`src/rtl/fe_pkg.sv`:
```
// Shared widths, bundle layout and helpers for the front-end uop queue.
package fe_pkg;

  localparam int unsigned FE_UOP_W = 20;
  localparam int unsigned FE_UOPS  = 3;
  localparam int unsigned FE_K_W   = 16;
  localparam int unsigned FE_CNT_W = $clog2(FE_UOPS + 1);

  // One decoded bundle at the default widths.
  typedef struct packed {
    logic [FE_UOPS*FE_UOP_W-1:0] uops;
    logic [FE_CNT_W-1:0]         count;
    logic [FE_K_W-1:0]           k;
  } fe_bundle_t;

  // Index of the lowest set bit; 0 when no bit is set.
  function automatic int unsigned fe_lowest_set(input logic [31:0] v);
    int unsigned idx;
    logic        found;
    idx   = 0;
    found = 1'b0;
    for (int unsigned i = 0; i < 32; i++) begin
      if (v[i] && !found) begin
        idx   = i;
        found = 1'b1;
      end
    end
    return idx;
  endfunction

endpackage

```
`src/rtl/fe_irq_arbiter.sv`:
```
// Fixed-priority interrupt pick behind a single mask; line 0 wins.
module fe_irq_arbiter
  import fe_pkg::*;
#(
  parameter int unsigned NUM_IRQ = 4,
  localparam int unsigned VEC_W  = $clog2(NUM_IRQ)
) (
  input  logic               clk,
  input  logic               a_rst,
  input  logic [NUM_IRQ-1:0] irq,
  input  logic               int_restore,
  output logic [NUM_IRQ-1:0] irq_ack,
  output logic [VEC_W-1:0]   irq_vec
);

  logic               mask_q, mask_d;
  logic [VEC_W-1:0]   vec_q, vec_d;
  logic [NUM_IRQ-1:0] pend;
  logic [VEC_W-1:0]   sel;
  logic               take;

  assign pend    = irq & {NUM_IRQ{~mask_q}};
  assign sel     = VEC_W'(fe_lowest_set(32'(pend)));
  assign take    = ~int_restore & (|pend);
  assign irq_ack = take ? (NUM_IRQ'(1) << sel) : '0;
  assign irq_vec = vec_q;

  // Restore has priority; an acknowledge sets the mask until restore.
  always_comb begin
    mask_d = mask_q;
    vec_d  = vec_q;
    if (int_restore) begin
      mask_d = 1'b0;
    end else if (take) begin
      mask_d = 1'b1;
      vec_d  = sel;
    end
  end

  // Mask and last-vector registers.
  always_ff @(posedge clk or negedge a_rst) begin
    if (!a_rst) begin
      mask_q <= 1'b0;
      vec_q  <= '0;
    end else begin
      mask_q <= mask_d;
      vec_q  <= vec_d;
    end
  end

endmodule

```
`src/rtl/fe_uop_queue.sv`:
```
// Decode-to-execute bundle FIFO with PC-redirect flush and interrupt arbitration.
module fe_uop_queue
  import fe_pkg::*;
#(
  parameter int unsigned UOP_W   = FE_UOP_W,
  parameter int unsigned UOPS    = FE_UOPS,
  parameter int unsigned K_W     = FE_K_W,
  parameter int unsigned DEPTH   = 4,
  parameter int unsigned NUM_IRQ = 4,
  localparam int unsigned CNT_W  = $clog2(UOPS + 1),
  localparam int unsigned LVL_W  = $clog2(DEPTH + 1),
  localparam int unsigned VEC_W  = $clog2(NUM_IRQ)
) (
  input  logic                  clk,
  input  logic                  a_rst,
  input  logic                  de_valid,
  output logic                  de_ready,
  input  logic [UOP_W*UOPS-1:0] de_uops,
  input  logic [CNT_W-1:0]      de_uop_count,
  input  logic [K_W-1:0]        de_k,
  input  logic                  ex_pc_w,
  input  logic                  ex_feed_req,
  output logic                  ex_feed_ack,
  output logic [UOP_W*UOPS-1:0] ex_uops,
  output logic [CNT_W-1:0]      ex_uop_count,
  output logic [K_W-1:0]        ex_k,
  output logic [LVL_W-1:0]      q_level,
  input  logic [NUM_IRQ-1:0]    irq,
  output logic [NUM_IRQ-1:0]    irq_ack,
  output logic [VEC_W-1:0]      irq_vec,
  input  logic                  int_restore
);

  localparam int unsigned PTR_W = $clog2(DEPTH);
  localparam int unsigned ENT_W = UOP_W*UOPS + CNT_W + K_W;

  logic [ENT_W-1:0] mem_q [DEPTH];
  logic [PTR_W-1:0] wr_ptr_q, wr_ptr_d;
  logic [PTR_W-1:0] rd_ptr_q, rd_ptr_d;
  logic [LVL_W-1:0] level_q, level_d;
  logic             enq, pop, not_empty;
  logic [ENT_W-1:0] head;

  assign not_empty    = (level_q != '0);
  assign de_ready     = (level_q != LVL_W'(DEPTH));
  assign enq          = de_valid & de_ready & ~ex_pc_w & (de_uop_count != '0);
  assign pop          = ex_feed_req & not_empty & ~ex_pc_w;
  assign ex_feed_ack  = pop;
  assign q_level      = level_q;

  assign head         = mem_q[rd_ptr_q];
  assign ex_uops      = head[ENT_W-1 -: UOP_W*UOPS];
  assign ex_uop_count = not_empty ? head[K_W +: CNT_W] : '0;
  assign ex_k         = head[K_W-1:0];

  // Pointer/level next state; a redirect empties the queue without touching storage.
  always_comb begin
    wr_ptr_d = wr_ptr_q;
    rd_ptr_d = rd_ptr_q;
    level_d  = level_q;
    if (ex_pc_w) begin
      wr_ptr_d = '0;
      rd_ptr_d = '0;
      level_d  = '0;
    end else begin
      if (enq) wr_ptr_d = wr_ptr_q + PTR_W'(1);
      if (pop) rd_ptr_d = rd_ptr_q + PTR_W'(1);
      level_d = level_q + LVL_W'(enq) - LVL_W'(pop);
    end
  end

  // Control state registers.
  always_ff @(posedge clk or negedge a_rst) begin
    if (!a_rst) begin
      wr_ptr_q <= '0;
      rd_ptr_q <= '0;
      level_q  <= '0;
    end else begin
      wr_ptr_q <= wr_ptr_d;
      rd_ptr_q <= rd_ptr_d;
      level_q  <= level_d;
    end
  end

  // Bundle storage, written only on accepted non-empty bundles.
  always_ff @(posedge clk) begin
    if (enq) mem_q[wr_ptr_q] <= {de_uops, de_uop_count, de_k};
  end

  fe_irq_arbiter #(
    .NUM_IRQ (NUM_IRQ)
  ) u_irq (
    .clk         (clk),
    .a_rst       (a_rst),
    .irq         (irq),
    .int_restore (int_restore),
    .irq_ack     (irq_ack),
    .irq_vec     (irq_vec)
  );

endmodule

```
`config.mk`:
```
export PLATFORM = sky130hd
export DESIGN_NAME = fe_uop_queue
export DESIGN_NICKNAME = d
export VERILOG_FILES = /design/src/rtl/fe_pkg.sv /design/src/rtl/fe_irq_arbiter.sv /design/src/rtl/fe_uop_queue.sv
export SDC_FILE = /design/constraint.sdc
export NUM_CORES = 1
export LEC_CHECK = 0
export ABC_CLOCK_PERIOD_IN_PS = 2200
export CAP_MARGIN = 20
export CORE_ASPECT_RATIO = 1.25
export CORE_MARGIN = 4
export CORE_UTILIZATION = 35
export CTS_CLUSTER_DIAMETER = 200
export DETAILED_ROUTE_END_ITERATION = 12
export GPL_ROUTABILITY_DRIVEN = 1
export PLACE_DENSITY = 0.58
export SLEW_MARGIN = 20
export SYNTH_ARGS = -nofsm -noshare
export SYNTH_HDL_FRONTEND = slang
export SYNTH_SLANG_ARGS = --single-unit
export TNS_END_PERCENT = 5
```
`constraint.sdc`:
```
create_clock -name clk -period 2.2 [get_ports clk]
set_input_delay 0.44 -clock clk [delete_from_list [all_inputs] [get_ports clk]]
set_output_delay 0.44 -clock clk [all_outputs]
set_load 0.01 [all_outputs]
```
Word-level counts from Yosys, hierarchy flattened

Memory sizes are Yosys's and may differ from the RTL's.
Cells that the tools add are included.

Input port bits: 88
Word-level logic and storage cells: 52
Register bits: 10
Memories: 1
RAM bits: 312

Memory list:

| memory | depth | width | rd ports | clocked after memory_dff | wr ports | line               | source |
|---|---|---|---|---|---|---|---|
| mem_q  | 4     | 78    | 1        | 0                        | 1        | fe_uop_queue.sv:37 | `logic [ENT_W-1:0] mem_q [DEPTH];` |

Bitwise logic cells: 10
Reductions and logical operators: 13
Shift operators: 1
Muxes and demuxes: 17
$add $sub $neg: 4
Eq/ne operators: 1

Operators with widths:

| kind                  | number |
|---|---|
| $mux W2               | 7 |
| $mux W1               | 8 |
| $reduce_bool A2 Y1    | 4 |
| $and A1 B1 Y1         | 6 |
| $add A2 B1 Y2 const B | 2 |
| $and A4 B4 Y4         | 1 |
| $mux W4               | 1 |
| $reduce_or A4 Y1      | 1 |
| $shl A1 B2 Y4 const A | 1 |
| $add A3 B1 Y3         | 1 |
| $logic_and A1 B1 Y1   | 3 |
| $logic_not A1 Y1      | 3 |
| $mux W3               | 1 |
| $ne A3 B3 Y1 const B  | 1 |
| $not A1 Y1            | 3 |
| $reduce_bool A3 Y1    | 1 |
| $sub A3 B1 Y3         | 1 |
| $reduce_and A2 Y1     | 1 |

Depth between registers and ports, before layout

Depth after elaboration: 14
Mapped depth: 10
Gate-level depth less buffers: 10

By module

A second synthesis with hierarchy kept.

Cell total of the unflattened synthesis: 474
Area total of the unflattened synthesis: 11,873.9 um2

Modules (own cells, without submodules):

| module         | cells an instance | area each (um2) | times used |
|---|---|---|---|
| fe_uop_queue   | 454               | 11,692.5        | 1 |
| fe_irq_arbiter | 20                | 181.4           | 1 |

Least setup slack after synthesis

No wires, ideal clock.

Path type: register to register
Start point: register level_q[2] (netlist: q_level[2])
End point: memory mem_q[0][0] (netlist name) (enable)
Slack: -0.230 ns
Path buffers: 0
Cell stages (with the launch flop): 4
Arrival time: 2.028 ns
Clock period less this slack: 2.430 ns
Required time: 1.798 ns
Library setup time: 0.402 ns
Cell sequence: dfrtp_1 > or3b_4 > and4bb_4 > and2_2

Word-level cells in the longest chain between the ends: 6

RTL lines:

| element                       | line               | source |
|---|---|---|
| start: declaration            | fe_uop_queue.sv:40 | `logic [LVL_W-1:0] level_q, level_d;` |
| start signal: assignment      | fe_uop_queue.sv:81 | `level_q <= level_d;` |
| $ne A3 B3 Y1                  | fe_uop_queue.sv:45 | `assign de_ready = (level_q != LVL_W'(DEPTH));` |
| named net de_ready            | fe_uop_queue.sv:17 | `output logic de_ready,` |
| $and A1 B1 Y1 (3 in a row)    | fe_uop_queue.sv:46 | `assign enq = de_valid & de_ready & ~ex_pc_w & (de_uop_count != '0);` |
| $mux W1                       | fe_uop_queue.sv:87 | `if (enq) mem_q[wr_ptr_q] <= {de_uops, de_uop_count, de_k};` |
| $mux W1 (implied by the code) | fe_uop_queue.sv:87 |  |
| end: declaration              | fe_uop_queue.sv:37 |  |

The timed path passes the listed nets, and every way through them passes these cells.

Worst setup path in the final report

Start point: register rd_ptr_q[0]
End point: output port ex_uops[24]

Word-level cells in the longest chain between the ends: 1

RTL lines:

| element                  | line               | source |
|---|---|---|
| start: declaration       | fe_uop_queue.sv:39 | `logic [PTR_W-1:0] rd_ptr_q, rd_ptr_d;` |
| start signal: assignment | fe_uop_queue.sv:80 | `rd_ptr_q <= rd_ptr_d;` |
| $mem_v2 Z4 W78           | -                  |  |
| end: declaration         | fe_uop_queue.sv:24 | `output logic [UOP_W*UOPS-1:0] ex_uops,` |

Every way passes these cells.

==> metrics.txt <==
# TYPE chip_impl_metric gauge
chip_impl_metric{name="final-hold-violation-count",unit=""} 0
chip_impl_metric{name="clock_sinks",unit=""} 322
chip_impl_metric{name="fmax",unit="MHz"} 395
chip_impl_info{name="synth-main-ff-cell",value="sky130_fd_sc_hd__edfxtp_1"} 1
chip_impl_metric{name="worst_clock_skew",unit="ns"} 0.00774
chip_impl_metric{name="worst_slew_pin_slew",unit="ns"} 0.490
chip_impl_metric{name="vias_post_dr",unit=""} 5658
chip_impl_metric{name="timing.max_slew.rel_slack",unit="%"} 67.2
chip_impl_metric{name="drt_pre_antenna_iters",unit=""} 4
chip_impl_info{name="final_cell_mix",value="sky130_fd_sc_hd__edfxtp_1, sky130_fd_sc_hd__clkdlybuf4s50_1, sky130_fd_sc_hd__mux4_2"} 1
chip_impl_info{name="rsz0062_at_grt",value="yes"} 1
chip_impl_info{name="worst_hold_path_type",value="input port to async pin"} 1
chip_impl_metric{name="route.antenna.remaining_nets",unit=""} 0
chip_impl_metric{name="port-buffer-count",unit=""} 176
chip_impl_info{name="violations",value="setup timing"} 1
chip_impl_info{name="setup.worst_path.end_class",value="output pin"} 1
chip_impl_metric{name="cts_made_buffers",unit=""} 30
chip_impl_info{name="slowest_stage",value="sky130_fd_sc_hd__dfrtp_4"} 1
chip_impl_info{name="critical_path.startpoint_type",value="register"} 1
chip_impl_metric{name="post_synthesis_cell_area",unit="µm²"} 11900
chip_impl_metric{name="drv_cap",unit=""} 0
chip_impl_metric{name="core",unit="µm²"} 33500
chip_impl_metric{name="synth_seq_area_share",unit="%"} 81.1
chip_impl_metric{name="path_clk_slew",unit="ns"} 0.06
chip_impl_metric{name="dp_hpwl",unit="µm"} 15500
chip_impl_metric{name="design.portCount",unit=""} 177
chip_impl_metric{name="syn-num-nets",unit=""} 566
chip_impl_info{name="status",value="finished with violations"} 1
chip_impl_metric{name="setup_viol_count_final",unit=""} 79
chip_impl_metric{name="place.gp.congestion",unit=""} 0.725
chip_impl_info{name="final_common_cell",value="sky130_fd_sc_hd__edfxtp_1"} 1
chip_impl_metric{name="detail_route.drc_violations",unit=""} 0
chip_impl_metric{name="fp-row-count",unit=""} 75
chip_impl_metric{name="layout-drive-gt1-share",unit="%"} 37.3
chip_impl_metric{name="initial_utilization",unit="%"} 35.4
chip_impl_metric{name="finalNetCount",unit=""} 813
chip_impl_metric{name="diodes",unit=""} 0
chip_impl_metric{name="syn_area_per_cell",unit="µm²"} 25.2
chip_impl_metric{name="first_global_vias",unit=""} 6490
chip_impl_metric{name="grt_util_met2",unit="%"} 24.4
chip_impl_metric{name="synth.ff_latch_count",unit=""} 322
chip_impl_metric{name="multi_input_area",unit="µm²"} 2170
chip_impl_metric{name="die_area",unit="µm²"} 36900
chip_impl_metric{name="flow.area_growth_from_synthesis",unit="%"} 34.7
chip_impl_metric{name="area.sequential",unit="µm²"} 9630
chip_impl_metric{name="dr.first_iter.drc_count",unit=""} 296
chip_impl_metric{name="worst-endpoint-arrival",unit="ns"} 2.09
chip_impl_metric{name="layout.filler_cells",unit=""} 2734
chip_impl_metric{name="ys.warnings.count",unit=""} 0
chip_impl_metric{name="leakage",unit="nW"} 5.30
chip_impl_info{name="timing.setup.critical_path_class",value="register to output pin"} 1
chip_impl_metric{name="grt_overflow",unit=""} 0
chip_impl_metric{name="synth_cell_type_count",unit=""} 29
chip_impl_metric{name="worst_r2r_path_depth",unit=""} 9
chip_impl_metric{name="finalCritPeriodShare",unit="%"} 115
chip_impl_info{name="ctsRootBufferMaster",value="sky130_fd_sc_hd__clkbuf_16"} 1
chip_impl_info{name="tritoncts",value="built"} 1
chip_impl_metric{name="slew_viol_final",unit=""} 0
chip_impl_metric{name="grt_start_max_net_pins",unit=""} 31
chip_impl_info{name="grt_busiest_layer",value="met2"} 1
chip_impl_metric{name="synth-edff-count",unit=""} 312
chip_impl_metric{name="wp_data_required",unit="ns"} 1.76
chip_impl_metric{name="cp_slowest_stage_delay",unit="ns"} 0.52
chip_impl_metric{name="antenna_found_initial",unit=""} 1
chip_impl_metric{name="globalRouteMet1Util",unit="%"} 15.7
chip_impl_metric{name="worst_skew_pair.late_latency",unit="ns"} 0.55
chip_impl_metric{name="grt_first_pass_wirelength",unit="µm"} 38100
chip_impl_metric{name="detail_route.wl_per_cell",unit="µm"} 21.2
chip_impl_metric{name="setup_tns",unit="ns"} -19.31
chip_impl_metric{name="finalWorstPathRequiredPeriod",unit="ns"} 2.53
chip_impl_metric{name="totalWireLength",unit="µm"} 24700
chip_impl_metric{name="postSynth.asyncResetShare",unit="%"} 3.11
chip_impl_metric{name="tightest_hold_margin",unit="ns"} 0.220
chip_impl_metric{name="cts_hold_buf",unit=""} 0
chip_impl_metric{name="post_synth_inst_count",unit=""} 471
chip_impl_metric{name="grt_usage",unit="%"} 13.3
chip_impl_metric{name="cts_buffer_depth",unit=""} 3
chip_impl_metric{name="dieWidth",unit="µm"} 173
chip_impl_metric{name="power-per-cell-area",unit="nW/µm²"} 1050
chip_impl_metric{name="viasPerCell",unit=""} 4.86
chip_impl_metric{name="finalWorstSetupSlack",unit="ns"} -0.329
chip_impl_metric{name="gr-usage-met3",unit="%"} 3.33
chip_impl_metric{name="crit_path_max_fanout",unit=""} 6
chip_impl_metric{name="h-tree-depth",unit=""} 1
chip_impl_metric{name="vdd_drop_max",unit="V"} 0.000482
chip_impl_metric{name="die_height",unit="µm"} 214
chip_impl_info{name="cp_cell_sequence",value="buf_12 > clkbuf_16 > buf_4 > mux4_2 > buf_2"} 1
[worst max-delay path: cells and delay by family (launching register included)]
kind	cells	cell delay, ns
multiplexers	1	0.40
buffers and inverters	4	0.61
flip-flops	1	0.52
[power breakdown]
part           switching (mW)  internal [mW]  leakage (nW)
sequential             0.0899           7.02          2.95
clock                    2.13           3.59         0.546
combinational            1.63           2.34          1.81
total                    3.84           12.9          5.30
[cell type report]
class / count / area share (%)
sequential: 322 / 60.3
timing repair buffer: 234 / 15.7
multi-input combinational: 124 / 13.6
clock buffer: 36 / 5.16
tap: 423 / 3.31
clock inverter: 20 / 1.84
inverter: 6 / 0.141
[path summary, 6_finish.rpt]
kind	slack [ns]	endpoint	startpoint
min in group clk	0.51	u_irq.irq_vec[1]$_DFFE_PN0P_	u_irq.irq_vec[1]$_DFFE_PN0P_
setup reg to reg	-0.01	q_level[1]$_DFF_PN0_	q_level[0]$_DFF_PN0_
max in group asynchronous	1.61	rd_ptr_q[0]$_DFFE_PN0P_	a_rst
hold / removal	0.22	rd_ptr_q[1]$_DFFE_PN0P_	a_rst
setup / recovery	-0.33	ex_uops[24]	rd_ptr_q[0]$_DFFE_PN0P_
hold reg to reg	0.51	u_irq.irq_vec[1]$_DFFE_PN0P_	u_irq.irq_vec[1]$_DFFE_PN0P_
[registers in the layout (all words and copies together), names as in the netlist]
register	flops
u_irq.irq_vec	2
mem_q	312
wr_ptr_q	2
u_irq.mask_q	1
rd_ptr_q	2
q_level	3
[synthesized netlist by cell type (all sizes together), types with 2 or more instances]
master | number | area share, %
buf | 11 | 0.49
ha | 6 | 0.63
nor2 | 9 | 0.28
nor2b | 3 | 0.16
xor2 | 3 | 0.22
mux4 | 78 | 15
inv | 6 | 0.19
o32a | 2 | 0.17
nor3 | 2 | 0.084
edfxtp | 312 | 79
clkbuf | 8 | 0.25
and2 | 5 | 0.31
o21a | 2 | 0.13
a21oi | 2 | 0.084
dfrtp | 10 | 2.1
[logic make-up after synthesis]
family | synth area share (%)
adder cells (fa/ha/maj) | 0.802
XOR/XNOR | 0.296
AO/OA/AOI/OAI | 0.517
buffers and inverters | 0.929
multiplexers | 15.0
AND/OR/NAND/NOR | 1.31
flip-flops | 81.1
[stage by stage]
stage	instance area [µm²]	setup slack (ns)	util, %	power [mW]	instances
floorplan	11900	-0.230	-	8.96	471
global placement	14700	-0.378	43.8	10.9	1093
detailed placement	14700	-0.452	43.8	11.0	1093
CTS	15800	-0.425	47.1	16.8	1157
global route	16000	-0.390	47.7	17.5	1165
finish	16000	-0.329	47.7	16.8	1165
[metal layers]
metal	part of all wire, %	wire length, µm	up-vias
li1	-	-	2507
met1	38	9480	2949
met2	54	13300	161
met3	5.8	1430	39
met4	2.0	494	2
met5	0.053	13	-
[timing repair]
| action | in CTS | in global routing |
|---|---|---|
| pin swaps | 3 | 2 |
| hold endpoints to repair | 0 | 0 |
| cloned | 0 | 2 |
| buffers inserted | 8 | 6 |
| setup endpoints to repair | 86 | 81 |
| gates resized for setup | 352 | 37 |
No activity file was read; power rests on OpenSTA's default activity.
==> RTL edit, RTL diff (same settings) <==
Register the output `irq_vec`, with the module's reset; this adds one clock of latency there. The other outputs are not delayed to match.
--- a/src/rtl/fe_uop_queue.sv
+++ b/src/rtl/fe_uop_queue.sv
@@ -33,6 +33,8 @@
 
   localparam int unsigned PTR_W = $clog2(DEPTH);
   localparam int unsigned ENT_W = UOP_W*UOPS + CNT_W + K_W;
+
+  logic [VEC_W-1:0] irq_vec_d;
 
   logic [ENT_W-1:0] mem_q [DEPTH];
   logic [PTR_W-1:0] wr_ptr_q, wr_ptr_d;
@@ -95,8 +97,16 @@
     .irq         (irq),
     .int_restore (int_restore),
     .irq_ack     (irq_ack),
-    .irq_vec     (irq_vec)
+    .irq_vec     (irq_vec_d)
   );
+
+  always_ff @(posedge clk or negedge a_rst) begin
+    if (!a_rst) begin
+      irq_vec <= '0;
+    end else begin
+      irq_vec <= irq_vec_d;
+    end
+  end
 
 endmodule
 
Function: changed (a bounded check fails within 4 cycles, from zero or initial values and one cycle with a_rst low).
==> RTL edit against the original RTL <==
The flow still finishes with violations (setup timing); design area rose by 0.80%; clock power down 12%; maximum frequency shrank 0.18%; global-route usage is essentially flat; utilization grew 0.25 points; worst hold slack better by 26 ps; sequential cell count grew 2; routed wire length rose by 0.70%; setup slack got worse by 4.4 ps; total power fell by 2.4%; synthesized area increased by 0.42%; sequential power rose by 0.7%; largest power group unchanged.
==> RTL edit: results (changes against the original RTL) <==
Synth:
- List of most frequent post-synthesis cells: edfxtp_1, mux4_2, dfrtp_1 (was edfxtp_1, mux4_2, buf_2, dfrtp_1, nor2_1).
- The async set-reset flop share out of synthesis is 3.70% (was 3.11%).
- Cells taking the most area after synthesis: edfxtp_1, mux4_2, dfrtp_1 (unchanged).
- The synthesized net count is 568 (was 566).

Outcome:
- Result of the run: finished, violations left (unchanged).
- Violations in the final reports: setup timing (unchanged).

Final layout:
- The number of filler instances in the final layout came to 2770 (was 2734).
- The number of nets in the layout was 826 (was 813).

Critical path:
- The worst setup slack for register-to-register paths came to 50 ps (was -10 ps).
- The end point of the critical path is ex_k[1] (was ex_uops[24]).
- The peak fanout along the critical path is 5 (was 6).
- The maximum single-stage delay on the critical path is 540 ps (was 520 ps).

Detailed routing:
- The initial DRC count is 294 (was 296).
- The total number of vias is 5684 (was 5658).
- The via density per instance came to 4.83 (was 4.86).

Placement:
- The routability-driven placement congestion ratio was 0.707 (was 0.725).
- The pre-CTS setup slack was -404 ps (was -452 ps).
- The number of placed instances, taps included is 1100 (was 1093).
- The post-detailed-placement half-perimeter wirelength was 16.0 mm (was 15.5 mm).

STA:
- The total negative slack was -20740 ps (was -19310 ps).
- The worst hold-check slack is 246 ps (was 220 ps).
- The post-layout worst setup margin is -334 ps (was -329 ps).
- The count of final setup violators is 78 (was 79).

Global routing:
- The overall fraction of global-route tracks in use came to 13.3% (about the same).

Die:
- The effective utilization at floorplan is 35.4% (about the same).

Clocking:
- The clock buffer count from CTS is 31 (was 30).

Power and ir drop:
- The maximum vdd drop is 0.542 mV (was 0.482 mV).
- The leakage power figure is 5.35 nW (was 5.30 nW).
-- RTL edit: changes by cell type after synthesis --
cell,unedited run,this run
dfrtp_1,10,12
-- RTL edit: worst min-delay path by stage --
stage                                 from               end  cells past startpoint
after floorplan                      a_rst        irq_vec[0]                      0
after global placement    u_irq.irq_vec[1]        irq_vec[1]                      0
after detailed placement  u_irq.irq_vec[0]        irq_vec[0]                      0
after CTS                            a_rst  u_irq.irq_vec[1]                      1
after global routing                 a_rst  u_irq.irq_vec[0]                      1
final                                a_rst        q_level[1]                      1
-- RTL edit: timing repair --
| item | CTS | global route |
|---|---|---|
| hold buffers | 0 | 0 |
| setup buffers | 8 | 13 |
| pin swaps | 0 | 5 |
| cloned | 2 | 1 |
| resized for setup | 379 | 29 |
| endpoints found under the setup margin | 85 | 81 |
-- RTL edit: critical path, delay by kind of cell (launching register included) --
kind / cells / cell delay, ps
buf+inv: 4 / 550
flops: 1 / 540
mux: 1 / 450
-- RTL edit: cell families after synthesis --
| group | share of synthesized area [%] |
|---|---|
| flops | 81.2 |
| mux | 15.0 |
| buf+inv | 0.925 |
| simple gates | 1.30 |
| compound gates | 0.515 |
| fa+ha+maj | 0.799 |
| xor+xnor | 0.294 |
-- RTL edit: layout make-up --
class / instances / area [µm²] / area share, %
Multi-Input combinational cell: 124 / 2170 / 13.5
Tap cell: 423 / 529 / 3.29
Inverter: 6 / 22.5 / 0.140
Timing Repair Buffer: 244 / 2730 / 16.9
Clock buffer: 36 / 795 / 4.94
Sequential cell: 324 / 9680 / 60.1
Clock inverter: 21 / 176 / 1.10
-- RTL edit: routing by layer --
layer | global-route usage, % | vias up | routed length [µm]
met4 | 3.51 | 2 | 539
met1 | 16.5 | 2933 | 9890
met3 | 3.19 | 42 | 1410
met2 | 23.4 | 172 | 13000
li1 | - | 2535 | -
met5 | 0 | - | 13
-- RTL edit: metrics by stage --
step                      util (%)  power, W
after floorplan                  -   0.00900
after global placement        44.1    0.0110
after detailed placement      44.1    0.0110
after CTS                     47.2    0.0163
after global routing          47.9    0.0171
final                         47.9    0.0164
-- RTL edit: power by group --
group / switching (W) / internal [W]
sequential: 0.0000970 / 0.00706
combinational: 0.00167 / 0.00252
clock: 0.00213 / 0.00292
